<file path="config.mk">
export PLATFORM = sky130hd
export DESIGN_NAME = acc_sat_scale_flat
export DESIGN_NICKNAME = d
export VERILOG_FILES = /design/src/rtl/fir_pkg.sv /design/src/rtl/acc_sat_scale_if.sv /design/src/rtl/sat_clip.sv /design/src/rtl/acc_sat_scale.sv /design/src/flat_wrapper.sv
export SDC_FILE = /design/constraint.sdc
export NUM_CORES = 1
export LEC_CHECK = 0
export CAP_MARGIN = 20
export CORE_UTILIZATION = 55
export DETAILED_ROUTE_END_ITERATION = 12
export GPL_ROUTABILITY_DRIVEN = 0
export MAX_ROUTING_LAYER = met4
export PLACE_DENSITY_LB_ADDON = 0.08
export SLEW_MARGIN = 20
export SYNTH_ARGS = -nofsm -noshare
export SYNTH_HDL_FRONTEND = slang
export SYNTH_SLANG_ARGS = --single-unit
export TNS_END_PERCENT = 20
</file>
<file path="constraint.sdc">
create_clock -name clk -period 7.8 [get_ports clk]
set_input_delay 1.56 -clock clk [delete_from_list [all_inputs] [get_ports clk]]
set_output_delay 1.56 -clock clk [all_outputs]
set_load 0.005 [all_outputs]
</file>
<file path="src/rtl/fir_pkg.sv">
// Shared types for the FIR output path: saturation codes and channel-width helper.
package fir_pkg;

    typedef logic [1:0] sat_t;

    localparam sat_t SAT_NONE = 2'b00;
    localparam sat_t SAT_POS  = 2'b10;
    localparam sat_t SAT_NEG  = 2'b01;

    function automatic int ch_width(input int n);
        return (n > 1) ? $clog2(n) : 1;
    endfunction

endpackage

</file>
<file path="src/rtl/acc_sat_scale_if.sv">
// Sample stream bus between the FIR MAC, the scaler and the downstream FIFO.
interface acc_sat_scale_if #(
    parameter int IN_W  = 29,
    parameter int OUT_W = 16,
    parameter int N_CH  = 2
) ();
    import fir_pkg::*;

    localparam int CH_W = ch_width(N_CH);
    localparam int SH_W = $clog2(IN_W);

    logic              in_vld;
    logic              in_rdy;
    logic [IN_W-1:0]   in_data;
    logic [CH_W-1:0]   in_ch;
    logic [SH_W-1:0]   shift;
    logic              rnd_en;
    logic              out_vld;
    logic              out_rdy;
    logic [OUT_W-1:0]  out_data;
    logic [CH_W-1:0]   out_ch;
    sat_t              out_sat;

    modport master (
        output in_vld, in_data, in_ch, shift, rnd_en, out_rdy,
        input  in_rdy, out_vld, out_data, out_ch, out_sat
    );

    modport slave (
        input  in_vld, in_data, in_ch, shift, rnd_en, out_rdy,
        output in_rdy, out_vld, out_data, out_ch, out_sat
    );
endinterface

</file>
<file path="src/rtl/sat_clip.sv">
// Signed IN_W -> OUT_W clip with saturation code; purely combinational.
module sat_clip
    import fir_pkg::*;
#(
    parameter int IN_W  = 30,
    parameter int OUT_W = 16
) (
    input  logic signed [IN_W-1:0] din,
    output logic [OUT_W-1:0]       dout,
    output sat_t                   sat
);
    // Value fits iff every bit from the output sign bit upward agrees.
    logic [IN_W-OUT_W:0] hi;
    logic                fits;

    assign hi   = din[IN_W-1:OUT_W-1];
    assign fits = (&hi) | ~(|hi);

    always_comb begin
        dout = din[OUT_W-1:0];
        sat  = SAT_NONE;
        if (!fits) begin
            if (din[IN_W-1]) begin
                sat  = SAT_NEG;
                dout = {1'b1, {(OUT_W-1){1'b0}}};
            end else begin
                sat  = SAT_POS;
                dout = {1'b0, {(OUT_W-1){1'b1}}};
            end
        end
    end
endmodule

</file>
<file path="src/rtl/acc_sat_scale.sv">
// Accumulator scaler: shift/round in stage 1, saturate in stage 2, plus saturation stats.
module acc_sat_scale
    import fir_pkg::*;
#(
    parameter int IN_W  = 29,
    parameter int OUT_W = 16,
    parameter int N_CH  = 2,
    parameter int CNT_W = 16
) (
    input  logic               clk,
    input  logic               rst,
    acc_sat_scale_if.slave     bus,
    input  logic               clr_stats,
    output logic [N_CH-1:0]    sat_sticky,
    output logic [CNT_W-1:0]   sat_cnt
);
    localparam int CH_W   = ch_width(N_CH);
    localparam int SH_W   = $clog2(IN_W);
    localparam int SH_MAX = IN_W - 1;

    typedef struct packed {
        logic [OUT_W-1:0] value;
        logic [CH_W-1:0]  ch;
        sat_t             sat;
    } stage_t;

    logic [2:1]           vld_pipe;
    logic signed [IN_W:0] s1_value;
    logic [CH_W-1:0]      s1_ch;
    stage_t               s2;
    logic                 s1_en, s2_en;

    assign s2_en      = !vld_pipe[2] || bus.out_rdy;
    assign s1_en      = !vld_pipe[1] || s2_en;
    assign bus.in_rdy = s1_en;

    // One extra headroom bit keeps the rounding add from overflowing.
    logic [SH_W-1:0]      sh;
    logic signed [IN_W:0] ext, rnd_add, scaled;

    always_comb begin
        sh      = (32'(bus.shift) >= IN_W) ? SH_W'(SH_MAX) : bus.shift;
        ext     = {bus.in_data[IN_W-1], bus.in_data};
        rnd_add = '0;
        if (bus.rnd_en && sh != '0)
            rnd_add[sh - SH_W'(1)] = 1'b1;
        scaled  = (ext + rnd_add) >>> sh;
    end

    logic [OUT_W-1:0] clip_data;
    sat_t             clip_sat;

    sat_clip #(.IN_W(IN_W + 1), .OUT_W(OUT_W)) u_clip (
        .din  (s1_value),
        .dout (clip_data),
        .sat  (clip_sat)
    );

    always_ff @(posedge clk) begin
        if (rst) begin
            vld_pipe <= '0;
            s1_value <= '0;
            s1_ch    <= '0;
            s2       <= '0;
        end else begin
            if (s1_en) begin
                vld_pipe[1] <= bus.in_vld;
                if (bus.in_vld) begin
                    s1_value <= scaled;
                    s1_ch    <= bus.in_ch;
                end
            end
            if (s2_en) begin
                vld_pipe[2] <= vld_pipe[1];
                if (vld_pipe[1])
                    s2 <= '{value: clip_data, ch: s1_ch, sat: clip_sat};
            end
        end
    end

    assign bus.out_vld  = vld_pipe[2];
    assign bus.out_data = s2.value;
    assign bus.out_ch   = s2.ch;
    assign bus.out_sat  = s2.sat;

    logic sat_hs;
    assign sat_hs = vld_pipe[2] && bus.out_rdy && (s2.sat != SAT_NONE);

    // Clear is applied first so a same-cycle saturating delivery still counts.
    always_ff @(posedge clk) begin
        if (rst) begin
            sat_sticky <= '0;
            sat_cnt    <= '0;
        end else begin
            if (clr_stats) begin
                sat_sticky <= '0;
                sat_cnt    <= '0;
            end
            if (sat_hs) begin
                for (int i = 0; i < N_CH; i++)
                    if (s2.ch == CH_W'(i))
                        sat_sticky[i] <= 1'b1;
                if (clr_stats)
                    sat_cnt <= CNT_W'(1);
                else if (sat_cnt != '1)
                    sat_cnt <= sat_cnt + CNT_W'(1);
            end
        end
    end
endmodule

</file>
<file path="src/flat_wrapper.sv">
// flat-port wrapper written by rule: the top's interface ports become plain ports
module acc_sat_scale_flat import fir_pkg::*;
#(
    parameter int IN_W  = 29,
    parameter int OUT_W = 16,
    parameter int N_CH  = 2,
    parameter int CNT_W = 16
)
  (clk, rst, clr_stats, sat_sticky, sat_cnt, bus_in_vld, bus_in_data, bus_in_ch, bus_shift, bus_rnd_en, bus_out_rdy, bus_in_rdy, bus_out_vld, bus_out_data, bus_out_ch, bus_out_sat);
  acc_sat_scale_if #(.IN_W(IN_W), .OUT_W(OUT_W), .N_CH(N_CH)) bus_i ();
  input  logic clk;
  input  logic rst;
  input  logic clr_stats;
  output logic [N_CH-1:0] sat_sticky;
  output logic [CNT_W-1:0] sat_cnt;
  input wire logic [$bits(bus_i.in_vld)-1:0] bus_in_vld;
  input wire logic [$bits(bus_i.in_data)-1:0] bus_in_data;
  input wire logic [$bits(bus_i.in_ch)-1:0] bus_in_ch;
  input wire logic [$bits(bus_i.shift)-1:0] bus_shift;
  input wire logic [$bits(bus_i.rnd_en)-1:0] bus_rnd_en;
  input wire logic [$bits(bus_i.out_rdy)-1:0] bus_out_rdy;
  output wire logic [$bits(bus_i.in_rdy)-1:0] bus_in_rdy;
  output wire logic [$bits(bus_i.out_vld)-1:0] bus_out_vld;
  output wire logic [$bits(bus_i.out_data)-1:0] bus_out_data;
  output wire logic [$bits(bus_i.out_ch)-1:0] bus_out_ch;
  output wire logic [$bits(bus_i.out_sat)-1:0] bus_out_sat;
  assign bus_i.in_vld = bus_in_vld;
  assign bus_i.in_data = bus_in_data;
  assign bus_i.in_ch = bus_in_ch;
  assign bus_i.shift = bus_shift;
  assign bus_i.rnd_en = bus_rnd_en;
  assign bus_i.out_rdy = bus_out_rdy;
  assign bus_in_rdy = bus_i.in_rdy;
  assign bus_out_vld = bus_i.out_vld;
  assign bus_out_data = bus_i.out_data;
  assign bus_out_ch = bus_i.out_ch;
  assign bus_out_sat = bus_i.out_sat;
  acc_sat_scale #(.IN_W(IN_W), .OUT_W(OUT_W), .N_CH(N_CH), .CNT_W(CNT_W)) u_core (.clk(clk), .rst(rst), .bus(bus_i), .clr_stats(clr_stats), .sat_sticky(sat_sticky), .sat_cnt(sat_cnt));
endmodule
</file>
==> impl_results.md <==
- Initial antenna violation count: 0
- Yosys warns: 0
- DRT Pass-1 Iters: 6
- Die area: roughly 13000 µm²
- Post-CTS setup buffer count: 0
- Yosys top cell area share: 20.5%
- Layout area overhead: 16.2%
- Share of flip-flops with an asynchronous set or reset: 0%
- Inserted Diodes: 0
- Final Hold Vio Count: 0
- Outcome: completed
- Critical path class: input pin to flip-flop
- Post-synth top area cell: dfxtp_1
- Hold Path Depth: 2
- Final global-route overflow total: 0
- Slew @ Worst Pin: between 1000 and 1500 ps
- CTS root buffer: clkbuf_16
- Die X: around 110 µm
- Met1 WL: approximately 8900 µm
- Synth Instances: between 900 and 1000
- # Max-Cap Violations: 0
- Worst Path Required: 7990 ps
- Final setup violation count: 0
- Clk sinks: 70
- Syn Nets: 1022
- RSZ-0062 raised after global routing: false
- Fill count: between 1000 and 1500
- CTS tree: yes
- Clk_skew: 4.44 ps
- Dominant synthesized flop cell: dfxtp_1
- Final Instance Count excl. Fillers: approximately 1200
- Gr usage total: a little over a third
- Port Buffers: about 80
- Number of cells after detailed placement: ~1100
- First-pass GRT wire length: about 35000 µm
- Reg2Reg Setup Slack: just over 5000 ps
- Via count: approximately 7700
- #FFs+latches synth: 70
- Nets: ~1100
- Post-DP HPWL: ~16000 µm
- WL met2: 9650 µm
- Final worst-path cycle share: 81.0%
- Startpoint types: input pin
- Syn_area_per_cell: between 7 and 8 µm²
- Clk slew on worst S/H paths: 50 ps
- Vias per cell: 6.64
- Max-slew violation count: 0
- Element type at the critical path end: flip-flop
- Post-route ant nets: 0
- Hold Path Class: flip-flop to flip-flop
- Clock latency on the worst-skew pair: 330 ps
- Cts-stage hold buffer count: 0
- PwrDens: approximately 140 nW/µm²
- Count leader, synth: nor2_1
- Initial Util: 56.8%
- Post-cts sizing count: 0
- Final wirelength: around 22000 µm
- Seq/Total Area, Yosys: approximately a fifth
- CTS Buf Count: 9
- Area of the multi-input gates: 5160 µm²
- WL/cell: 18.7 µm
- F_max: ~160 MHz
- Vias in the first global route: roughly 6800
- Core Region: 12100 µm²
- Rel. slew slack: between 20% and 30%
- EDFF count, synth: 0
- Post-synth top cells: nor2_1 (139), nand2_1 (105), a21oi_1 (70), dfxtp_1 (70), clkbuf_1 (52)
- CTS Buffer Depth: 2
- Synth top area cells: dfxtp_1 (20%), nor2_1 (7.6%), nand2_1 (5.8%), ha_1 (5.5%), a21oi_1 (5.1%)
- Met3 wire length: around 1900 µm
- Static leakage: ~0.003 µW
- Synth unique cells: 80
- Top layer in use: met4
- Row cnt: 40
- Fin Setup TNS: 0 ps
- Ports: 80
- H-tree levels: 3
- Storage cell area: 1400 µm²
- Die H: between 100 and 150 µm
- Peak supply drop: approximately 90 µV
- DRC: 0
- Share of layout cells above drive strength 1: roughly 6.2%
- Post-synthesis cell area: 6850 µm²
- Crit path max fanout: 15
- Initial DRC Count: a little under 1000
- Min Tclk post-route: about 6300 ps
- R2R depth: 9
- Largest net degree at the start of global routing: 48
- CP Data Arrival Time: around 6500 ps
[report_power, final]
part | switching, µW | internal (µW)
combinational | 199 | 132
clock | 140 | 242
sequential | 16.3 | 381
total | 356 | 755
[critical path: stages]
cell and delay [ps]:
clkdlybuf4s50_1 800, buf_4 320, nand2_1 330, nor2_1 230, ha_1 410, a2111oi_2 540
o211ai_1 210, a311o_1 360, a21o_1 190, a211oi_2 250, xor2_2 390, o21ai_2 190
mux2_2 300, mux2i_1 260, o211ai_1 150
[cell families (layout without fill, tap and decap cells)]
kind of cell,Yosys count,count (layout),synth area share (%)
AO/OA/AOI/OAI,300,300,31.6
XOR/XNOR,34,34,4.84
adder cells (fa/ha/maj),31,31,5.77
buffers and inverters,75,115,4.28
flip-flops,70,70,20.5
multiplexers,38,38,5.77
other,1,1,0.0548
AND/OR/NAND/NOR,401,401,27.2
[stage by stage]
step	setup slack (ps)	hold slack (ps)	total power [µW]	area [µm²]	util (%)
after floorplan	2320	427	620	6850	-
after global placement	1330	440	721	7670	63.6
after detailed placement	1290	447	723	7670	63.6
after CTS	1590	454	1100	7950	65.9
after global routing	1320	463	1160	7960	66.0
final	1480	454	1110	7960	66.0
[cell type report]
| cell class | instances | area share, % |
|---|---|---|
| repair buffers | 89 | 10.9 |
| clock buffers | 16 | 3.54 |
| well taps | 168 | 2.64 |
| multi-input cells | 805 | 64.9 |
| inverters | 10 | 0.472 |
| flip-flops and latches | 70 | 17.6 |
[registers in the layout, summed over array words and instances (netlist names)]
register,cells
u_core.bus.out_ch,1
u_core.sat_cnt,16
u_core.bus.out_data,16
u_core.bus.out_sat,2
u_core.vld_pipe,2
u_core.s1_ch,1
u_core.sat_sticky,2
u_core.s1_value,30
[cell usage in the layout (no fill, tap or decap), types with 10 or more instances in the layout]
master,synthesis,routed
nand2_1,105,105
nand4_1,18,18
a21oi_1,70,70
mux2_2,10,10
a21o_1,18,18
nand2b_1,20,20
a311oi_1,17,17
nor2_1,139,139
o211ai_1,23,23
clkdlybuf4s50_1,0,79
xor2_1,14,14
and3_1,18,18
mux2i_1,26,26
o21ai_0,26,26
dfxtp_1,70,70
nand3_1,38,38
xnor2_1,17,17
ha_1,30,30
nor3_1,15,15
a211oi_1,22,22
buf_4,0,10
[worst paths after layout]
kind | startpoint | end
min | u_core.bus.out_data[1]$_SDFFE_PP0P_ | u_core.bus.out_data[1]$_SDFFE_PP0P_
max reg2reg | u_core.vld_pipe[2]$_SDFFE_PP0P_ | u_core.s1_value[5]$_SDFFE_PP0P_
max | bus_shift[4] | u_core.s1_value[3]$_SDFFE_PP0P_
min reg2reg | u_core.bus.out_data[1]$_SDFFE_PP0P_ | u_core.bus.out_data[1]$_SDFFE_PP0P_
[metal layers]
layer  GRT usage, %  vias to the layer above
met5              -                        -
met4           20.0                        0
met3           5.31                      107
met2           53.4                      449
met1           43.4                     3494
li1               -                     3634
Power figures use the tool's default switching activity.
